**src/rtl/key_event_pkg.sv**
```systemverilog
// rtl/key_event_pkg.sv - shared FSM states, event codes and width helper for key_event_ctrl
package key_event_pkg;

    typedef enum logic [1:0] {
        ST_IDLE   = 2'd0,
        ST_HELD   = 2'd1,
        ST_REPEAT = 2'd2
    } state_t;

    localparam logic [1:0] EVT_NONE   = 2'd0;
    localparam logic [1:0] EVT_SHORT  = 2'd1;
    localparam logic [1:0] EVT_LONG   = 2'd2;
    localparam logic [1:0] EVT_REPEAT = 2'd3;

    // Bits needed to hold 0..n_states-1; never narrower than one bit.
    function automatic int cnt_width(input int n_states);
        return (n_states > 1) ? $clog2(n_states) : 1;
    endfunction

endpackage

```
**src/rtl/ms_tick_gen.sv**
```systemverilog
// rtl/ms_tick_gen.sv - mod-CYC_PER_MS prescaler producing a 1 ms tick on terminal count
module ms_tick_gen
    import key_event_pkg::*;
#(
    parameter int CYC_PER_MS = 50000
) (
    input  logic clk,
    input  logic rst,
    input  logic i_clr,
    output logic o_tick
);

    localparam int              PW   = cnt_width(CYC_PER_MS);
    localparam logic [PW-1:0]   TERM = PW'(CYC_PER_MS - 1);

    logic [PW-1:0] r_cnt;
    logic          w_term;

    assign w_term = (r_cnt == TERM);
    assign o_tick = w_term;

    always_ff @(posedge clk) begin
        if (rst || i_clr) begin
            r_cnt <= '0;
        end else if (w_term) begin
            r_cnt <= '0;
        end else begin
            r_cnt <= r_cnt + 1'b1;
        end
    end

endmodule

```
**src/rtl/key_event_ctrl.sv**
```systemverilog
// rtl/key_event_ctrl.sv - single-owner key event FSM emitting SHORT, LONG and REPEAT events
module key_event_ctrl
    import key_event_pkg::*;
#(
    parameter int NKEY       = 4,
    parameter int CYC_PER_MS = 50000,
    parameter int LONG_MS    = 1000,
    parameter int REPEAT_MS  = 200
) (
    input  logic                         clk,
    input  logic                         rst,
    input  logic [NKEY-1:0]              key_level,
    input  logic [NKEY-1:0]              key_press,
    output logic                         evt_valid,
    output logic [cnt_width(NKEY)-1:0]   evt_id,
    output logic [1:0]                   evt_type,
    output logic                         busy
);

    localparam int            IDW       = cnt_width(NKEY);
    localparam int            MS_MAX    = (LONG_MS > REPEAT_MS) ? LONG_MS : REPEAT_MS;
    localparam int            MW        = cnt_width(MS_MAX);
    localparam logic [MW-1:0] LONG_LAST = MW'(LONG_MS - 1);
    localparam logic [MW-1:0] REP_LAST  = MW'(REPEAT_MS - 1);

    state_t           r_state;
    state_t           w_state_nxt;
    logic [IDW-1:0]   r_owner;
    logic [IDW-1:0]   w_press_idx;
    logic [MW-1:0]    r_ms;
    logic             w_tick;
    logic             w_latch;
    logic             w_ms_restart;
    logic             w_fire;
    logic [1:0]       w_evt_type;
    logic             w_owner_up;
    logic             r_evt_valid;
    logic [IDW-1:0]   r_evt_id;
    logic [1:0]       r_evt_type;

    ms_tick_gen #(
        .CYC_PER_MS (CYC_PER_MS)
    ) u_ms_tick (
        .clk    (clk),
        .rst    (rst),
        .i_clr  (w_latch),
        .o_tick (w_tick)
    );

    // Descending scan so the lowest set index is the one left standing.
    always_comb begin
        w_press_idx = '0;
        for (int i = NKEY - 1; i >= 0; i--) begin
            if (key_press[i]) begin
                w_press_idx = IDW'(i);
            end
        end
    end

    assign w_owner_up = key_level[r_owner];

    // A release always takes precedence over a threshold reached in the same cycle.
    always_comb begin
        w_state_nxt  = r_state;
        w_latch      = 1'b0;
        w_ms_restart = 1'b0;
        w_fire       = 1'b0;
        w_evt_type   = EVT_NONE;
        case (r_state)
            ST_IDLE: begin
                if (|key_press) begin
                    w_latch     = 1'b1;
                    w_state_nxt = ST_HELD;
                end
            end
            ST_HELD: begin
                if (w_owner_up) begin
                    w_fire      = 1'b1;
                    w_evt_type  = EVT_SHORT;
                    w_state_nxt = ST_IDLE;
                end else if (w_tick && (r_ms == LONG_LAST)) begin
                    w_fire       = 1'b1;
                    w_evt_type   = EVT_LONG;
                    w_ms_restart = 1'b1;
                    w_state_nxt  = ST_REPEAT;
                end
            end
            ST_REPEAT: begin
                if (w_owner_up) begin
                    w_state_nxt = ST_IDLE;
                end else if (w_tick && (r_ms == REP_LAST)) begin
                    w_fire       = 1'b1;
                    w_evt_type   = EVT_REPEAT;
                    w_ms_restart = 1'b1;
                end
            end
            default: begin
                w_state_nxt = ST_IDLE;
            end
        endcase
    end

    always_ff @(posedge clk) begin
        if (rst) begin
            r_state <= ST_IDLE;
        end else begin
            r_state <= w_state_nxt;
        end
    end

    always_ff @(posedge clk) begin
        if (rst) begin
            r_owner     <= '0;
            r_ms        <= '0;
            r_evt_valid <= 1'b0;
            r_evt_id    <= '0;
            r_evt_type  <= EVT_NONE;
        end else begin
            if (w_latch) begin
                r_owner <= w_press_idx;
            end
            if (w_latch || w_ms_restart) begin
                r_ms <= '0;
            end else if (w_tick && (r_state != ST_IDLE)) begin
                r_ms <= r_ms + 1'b1;
            end
            r_evt_valid <= w_fire;
            r_evt_id    <= w_fire ? r_owner : '0;
            r_evt_type  <= w_fire ? w_evt_type : EVT_NONE;
        end
    end

    assign evt_valid = r_evt_valid;
    assign evt_id    = r_evt_id;
    assign evt_type  = r_evt_type;
    assign busy      = (r_state != ST_IDLE);

endmodule

```
**config.mk**
```make
export PLATFORM = sky130hd
export DESIGN_NAME = key_event_ctrl
export DESIGN_NICKNAME = d
export VERILOG_FILES = /design/src/rtl/key_event_pkg.sv /design/src/rtl/ms_tick_gen.sv /design/src/rtl/key_event_ctrl.sv
export SDC_FILE = /design/constraint.sdc
export NUM_CORES = 1
export LEC_CHECK = 0
export ABC_AREA = 1
export CELL_PAD_IN_SITES_DETAIL_PLACEMENT = 1
export CELL_PAD_IN_SITES_GLOBAL_PLACEMENT = 1
export CORE_MARGIN = 5
export CORE_UTILIZATION = 35
export DETAILED_ROUTE_END_ITERATION = 10
export PLACE_DENSITY = 0.77
export SLEW_MARGIN = 20
export SYNTH_ARGS = -nofsm -noshare
export SYNTH_HDL_FRONTEND = slang
export SYNTH_HIERARCHICAL = 1
export SYNTH_SLANG_ARGS = --single-unit
export TNS_END_PERCENT = 100
```
**constraint.sdc**
```tcl
create_clock -name clk -period 6.6 [get_ports clk]
set_clock_uncertainty 0.2 [all_clocks]
set_input_delay 1.32 -clock clk [delete_from_list [all_inputs] [get_ports clk]]
set_output_delay 1.32 -clock clk [all_outputs]
set_load 0.01 [all_outputs]
```
* Word level (Yosys, flattened, before mapping)
Cells that the tools add are included.
** Storage, ports and cells
- Bits in writable memories :: 0
- Memory bits (read-only) :: 0
- Bits in latches :: 0
- Word-level logic and storage cells :: 56
- Register bits :: 35
- Memories :: 0
** Cells by class
- Eq/ne operators :: 8
- Reductions and logical operators :: 12
- Bitwise operators :: 1
- Multiply operators :: 0
- Mux-type cells :: 25
- Shifts and indexed selects :: 0
- Order comparisons :: 1
- Divide/modulo/power cells :: 0
- Add/subtract/negate cells :: 2
** Operators by type and width (number)
- two-way mux 2 bit :: 12
- adder 16 x 1 -> 16 bit, second input constant :: 1
- equality test 16 bit, second input constant :: 1
- adder 10 x 1 -> 10 bit, second input constant :: 1
- equality test 10 bit, second input constant :: 1
- equality test 10 x 8 -> 1 bit, second input constant :: 1
- two-way mux 1 bit :: 8
- one-hot mux 2 bit (3 select lines) :: 1
- OR reduction 2 bit :: 3
- inequality test 2 bit, second input constant :: 2
- one-hot mux 1 bit (2 select lines) :: 2
- one-hot mux 2 bit (2 select lines) :: 1
- OR reduction 4 bit :: 1
- logical AND 1 bit :: 3
- < comparator 2 x 3 -> 1 bit, second input constant :: 1
- inequality test 3 bit, second input constant :: 1
- AND reduction 3 bit :: 1
- binary-select mux 1 bit (select 2 bit) :: 1
- equality test 2 x 1 -> 1 bit, second input constant :: 1
- equality test 2 bit, second input constant :: 1
- logical NOT 2 bit :: 1
- logical OR 1 bit :: 2
- nonzero test 2 bit :: 1
- inverter 1 bit :: 1

* Depth between registers and ports, before layout
- Depth after elaboration :: 7
- Depth in mapped cells :: 14

* Hierarchy
The synthesis kept the hierarchy.
** Modules (own cells, without submodules)
- key_event_ctrl :: times used 1, area each 1077.3 sq um, cells each 148, seq. area each 380.4 sq um
- ms_tick_gen :: times used 1, area each 857.1 sq um, cells each 129, seq. area each 320.3 sq um

* Worst setup path after synthesis
Ideal clock, no wire load.
- Kind :: input port to flip-flop
- Start :: input port key_press[2]
- End :: register u_ms_tick.r_cnt[14]
- Stages :: 8
- Path buffers :: 1
- Data arrival time :: 2140 ps
- Library setup time :: 70 ps
- Setup slack :: 4190 ps
- Cell sequence :: nor2_1 > nand3_1 > nand2_1 > inv_1 > nor2_1 > nand2_4 > buf_8 > a21oi_1
** Between the ends
- Word-level cells in the longest chain between the ends :: 5
** RTL lines
- from (decl) :: RTL line key_event_ctrl.sv:13 : input logic [NKEY-1:0] key_press,
- OR reduction 4 bit :: RTL line key_event_ctrl.sv:71 : if (|key_press) begin
- two-way mux 1 bit :: RTL line key_event_ctrl.sv:71
- two-way mux 1 bit :: RTL line key_event_ctrl.sv:69 : case (r_state)
- named net w_latch :: RTL line key_event_ctrl.sv:32 : logic w_latch;
- logical OR 1 bit :: RTL line ms_tick_gen.sv:23 : if (rst || i_clr) begin
- OR reduction 2 bit (no source line)
- to (signal assigned) :: RTL line ms_tick_gen.sv:28 : r_cnt <= r_cnt + 1'b1;
- to (decl) :: RTL line ms_tick_gen.sv:16 : logic [PW-1:0] r_cnt;
The timed path passes the listed nets, and every way through them passes these cells.
A chain may end at the register's enable or synchronous reset.

* Worst setup path after layout
- Start :: register r_state[0]
- End :: output port busy
** Between the ends
- Word-level cells in the longest chain between the ends :: 1
** RTL lines
- from (decl) :: RTL line key_event_ctrl.sv:26 : state_t r_state;
- from (signal assigned) :: RTL line key_event_ctrl.sv:107 : r_state <= w_state_nxt;
- nonzero test 2 bit :: RTL line key_event_ctrl.sv:136 : assign busy = (r_state != ST_IDLE);
- to (decl) :: RTL line key_event_ctrl.sv:17 : output logic busy
Every way passes these cells.

==> flow_summary.yaml <==
grt:
  grt_first_pass_wirelength_mm: 7.69
  initial_antenna_violation_count: 0
  via_count_of_the_first_global_routing_pass: 1773
  largest_net_degree_at_the_start_of_global_routing: 17
  gr-total-overflow: 0
  grt_resource_usage_total_pct: 12.9
clock_tree:
  cts_setup_buffers: 0
  numClockSinks: 35
  clock_insertion_delay_worst_skew_ns: 0.29
  cts_tree: "yes"
  clock_path_buffers: 2
  numCtsBuffers: 5
  htreeDepth: 2
  clock_pin_transition_on_the_worst_setup_and_hold_timing_paths_ns: 0.07
  root_buffer: "clkbuf_8"
  cts_hold_buffers: 0
  cts-resized-gates: 0
synth:
  average_cell_area_after_synthesis_um2: 6.98
  yosysSeqAreaShare_pct: 36.2
  ff_latch_count_synth: 35
  netlist-cell-type-count: 27
  synth_xor_xnor_area_share_pct: 5.89
  async_s_r_ff_share_synth_pct: 0
  synth.top_cells.by_count: "nand2_1, inv_1, nor2_1"
  largest_family_of_logic_cells_by_synthesized_area: "simple AND/OR/NAND/NOR gates"
  synth_fp_nets: 292
  synth_top_area_share_pct: 36.2
  post_synth_fa_ha_maj_area_fraction_pct: 3.23
  post_synthesis_instance_area_um2: 1930
  synth.top_cells.by_area: "dfxtp_1, nand2_1, inv_1"
  synth_flop_cell: "dfxtp_1"
  synth_simple_gate_area_share_pct: 40.4
  share_of_cell_area_taken_by_muxes_after_synthesis_pct: 0
  synth.most_common_cell: "nand2_1"
  synth_warnings: 6
  synth-compound-area-share_pct: 4.72
  synth_cells: 277
  netlist.top_cell.by_area: "dfxtp_1"
  synth-edff-count: 0
drt:
  overall_via_count_from_detail_route: 1686
  routed_wirelength_normalized_by_instance_count_um: 11.4
  drt-initial-drc-count: 44
  ant_nets: 0
  wire_length_after_detailed_routing_mm: 4.22
  dr_pass1_iterations: 4
  drt_drc_violations_left: 0
  via_per_inst: 4.54
power_and_ir_drop:
  power.density_cell_area_nw_per_um2: 196
  cellLeakagePower_uw: 0.000819
  worst_ir_drop_vdd_uv: 98.5
timing:
  setup_viol: 0
  worst_pin_slew_ns: 0.308
  tns_ns: 0
  finalWorstPathRequiredPeriod_ns: 3.20
  max_clock_freq_mhz: 313
  max-slew-margin-rel_pct: 79.4
  finalHoldViolCount: 0
  ratio_of_final_minimum_period_to_clock_period_pct: 48.4
  rsz0062_at_grt: "no"
  slew_violations: 0
  finalWorstSetupSlack_ns: 3.40
setup_path:
  worst-path-max-fanout: 5
  crit_arrival_ns: 1.68
  worst_ep_required_time_ns: 5.08
  slowest_delay_ns: 0.56
  crit_path_cell_trace: "inv_1 > ha_1 > inv_1 > clkdlybuf4s50_1"
  cpMostUsedCell: "inv_1"
  start_kind: "register"
  cpMaxStageDelayCell: "clkdlybuf4s50_1"
  criticalPathCategory: "register to output port"
  end_kind: "output port"
worst_hold_path:
  worst_hold_class: "register to register"
die:
  rows: 27
  effective_utilization_at_floorplan_pct: 35.6
  die-area_um2: 7110
  ios: 16
  chipWidth_um: 84.3
  die_h_um: 84.3
  design.core.area_um2: 5440
final_layout:
  syn_to_final_growth_pct: 17.0
  drive_above_1_share_pct: 14.4
  finalNetCount: 313
  antenna-diode-count: 0
placement:
  port_buffers: 15
  dp.final_hpwl_mm: 3.33
  preCtsSetupSlack_ns: 3.64
  gpl.final_weighted_congestion: 0.823
flow_run:
  maxCapViolCount: 0
outcome:
  outcome: "complete, no violations"
-- final timing paths --
path | from | to | slack [ns] | cells past startpoint
setup / recovery | r_state[0] | busy | 3.40 | 4
hold / removal | u_ms_tick/r_cnt[0] | u_ms_tick/r_cnt[0] | 0.28 | 1
setup reg to reg | u_ms_tick/r_cnt[0] | r_ms[7] | 4.00 | 12
hold reg to reg | u_ms_tick/r_cnt[0] | u_ms_tick/r_cnt[0] | 0.28 | 1
-- per-layer routing --
metal,wire [um],GRT usage [%],vias up
met5,0,0,-
met4,29,3.02,0
met3,80,3.24,5
met2,2080,23.1,10
met1,2030,15.5,774
li1,-,-,897
-- flip-flops by register name (all words and copies together) (netlist names) --
signal and count:
r_ms 10, evt_type 2, evt_id 2, evt_valid 1
r_owner 2, r_state 2, u_ms_tick/r_cnt 16
-- critical path: cells and delay by family (launching register included) --
kind	cells	cell delay, ns
adder cells (fa/ha/maj)	1	0.25
flip-flops	1	0.36
buffers and inverters	3	0.78
-- cells by family after synthesis --
group / after synthesis
DFF: 35
and+or+nand+nor: 163
adders and majority gates: 5
xor gates and xnor gates: 13
AOI/OAI and AO/OA: 18
buffers and inverters: 43
-- cell type report --
type / instances / area [um^2]
fill: 713 / 3180
multi-input combinational: 199 / 1050
sequential: 35 / 701
inverter: 42 / 170
timing repair buffer: 15 / 150
clock buffer: 7 / 96.3
tap: 72 / 90.1
clock inverter: 1 / 7.51
-- where the power goes --
part / internal, uW / switching (uW) / total [uW]
registers: 214 / 3.04 / 217
clock network: 95.0 / 83.4 / 178
logic: 18.5 / 29.1 / 47.6
total: 328 / 116 / 443
-- layout by cell type, fill, tap and decap left out, drive strengths merged --
| cell | synthesis | routed |
|---|---|---|
| nand2 | 76 | 76 |
| nor2 | 54 | 54 |
| inv | 41 | 41 |
| dfxtp | 35 | 35 |
| nand3 | 19 | 19 |
| clkdlybuf4s50 | 0 | 15 |
| a21oi | 14 | 14 |
| xor2 | 11 | 11 |
| clkbuf | 0 | 7 |
| nand4 | 6 | 6 |
| ha | 5 | 5 |
| nor3 | 4 | 4 |
| o21ai | 3 | 3 |
| or2 | 3 | 3 |
| xnor2 | 2 | 2 |
| nand3b | 1 | 1 |
| clkinv | 1 | 1 |
| o22ai | 1 | 1 |
| clkinvlp | 0 | 1 |
-- stage by stage --
stage	power, uW	cell area (um^2)	util (%)	hold slack (ns)	instances
finish	443	2260	41.6	0.282	371
global route	465	2260	41.6	0.311	371
CTS	450	2260	41.6	0.286	371
detailed placement	271	2160	39.7	0.274	363
global placement	270	2160	39.7	0.248	363
floorplan	255	1930	-	0.230	277
Note: power is estimated with default switching activity, not from simulation.
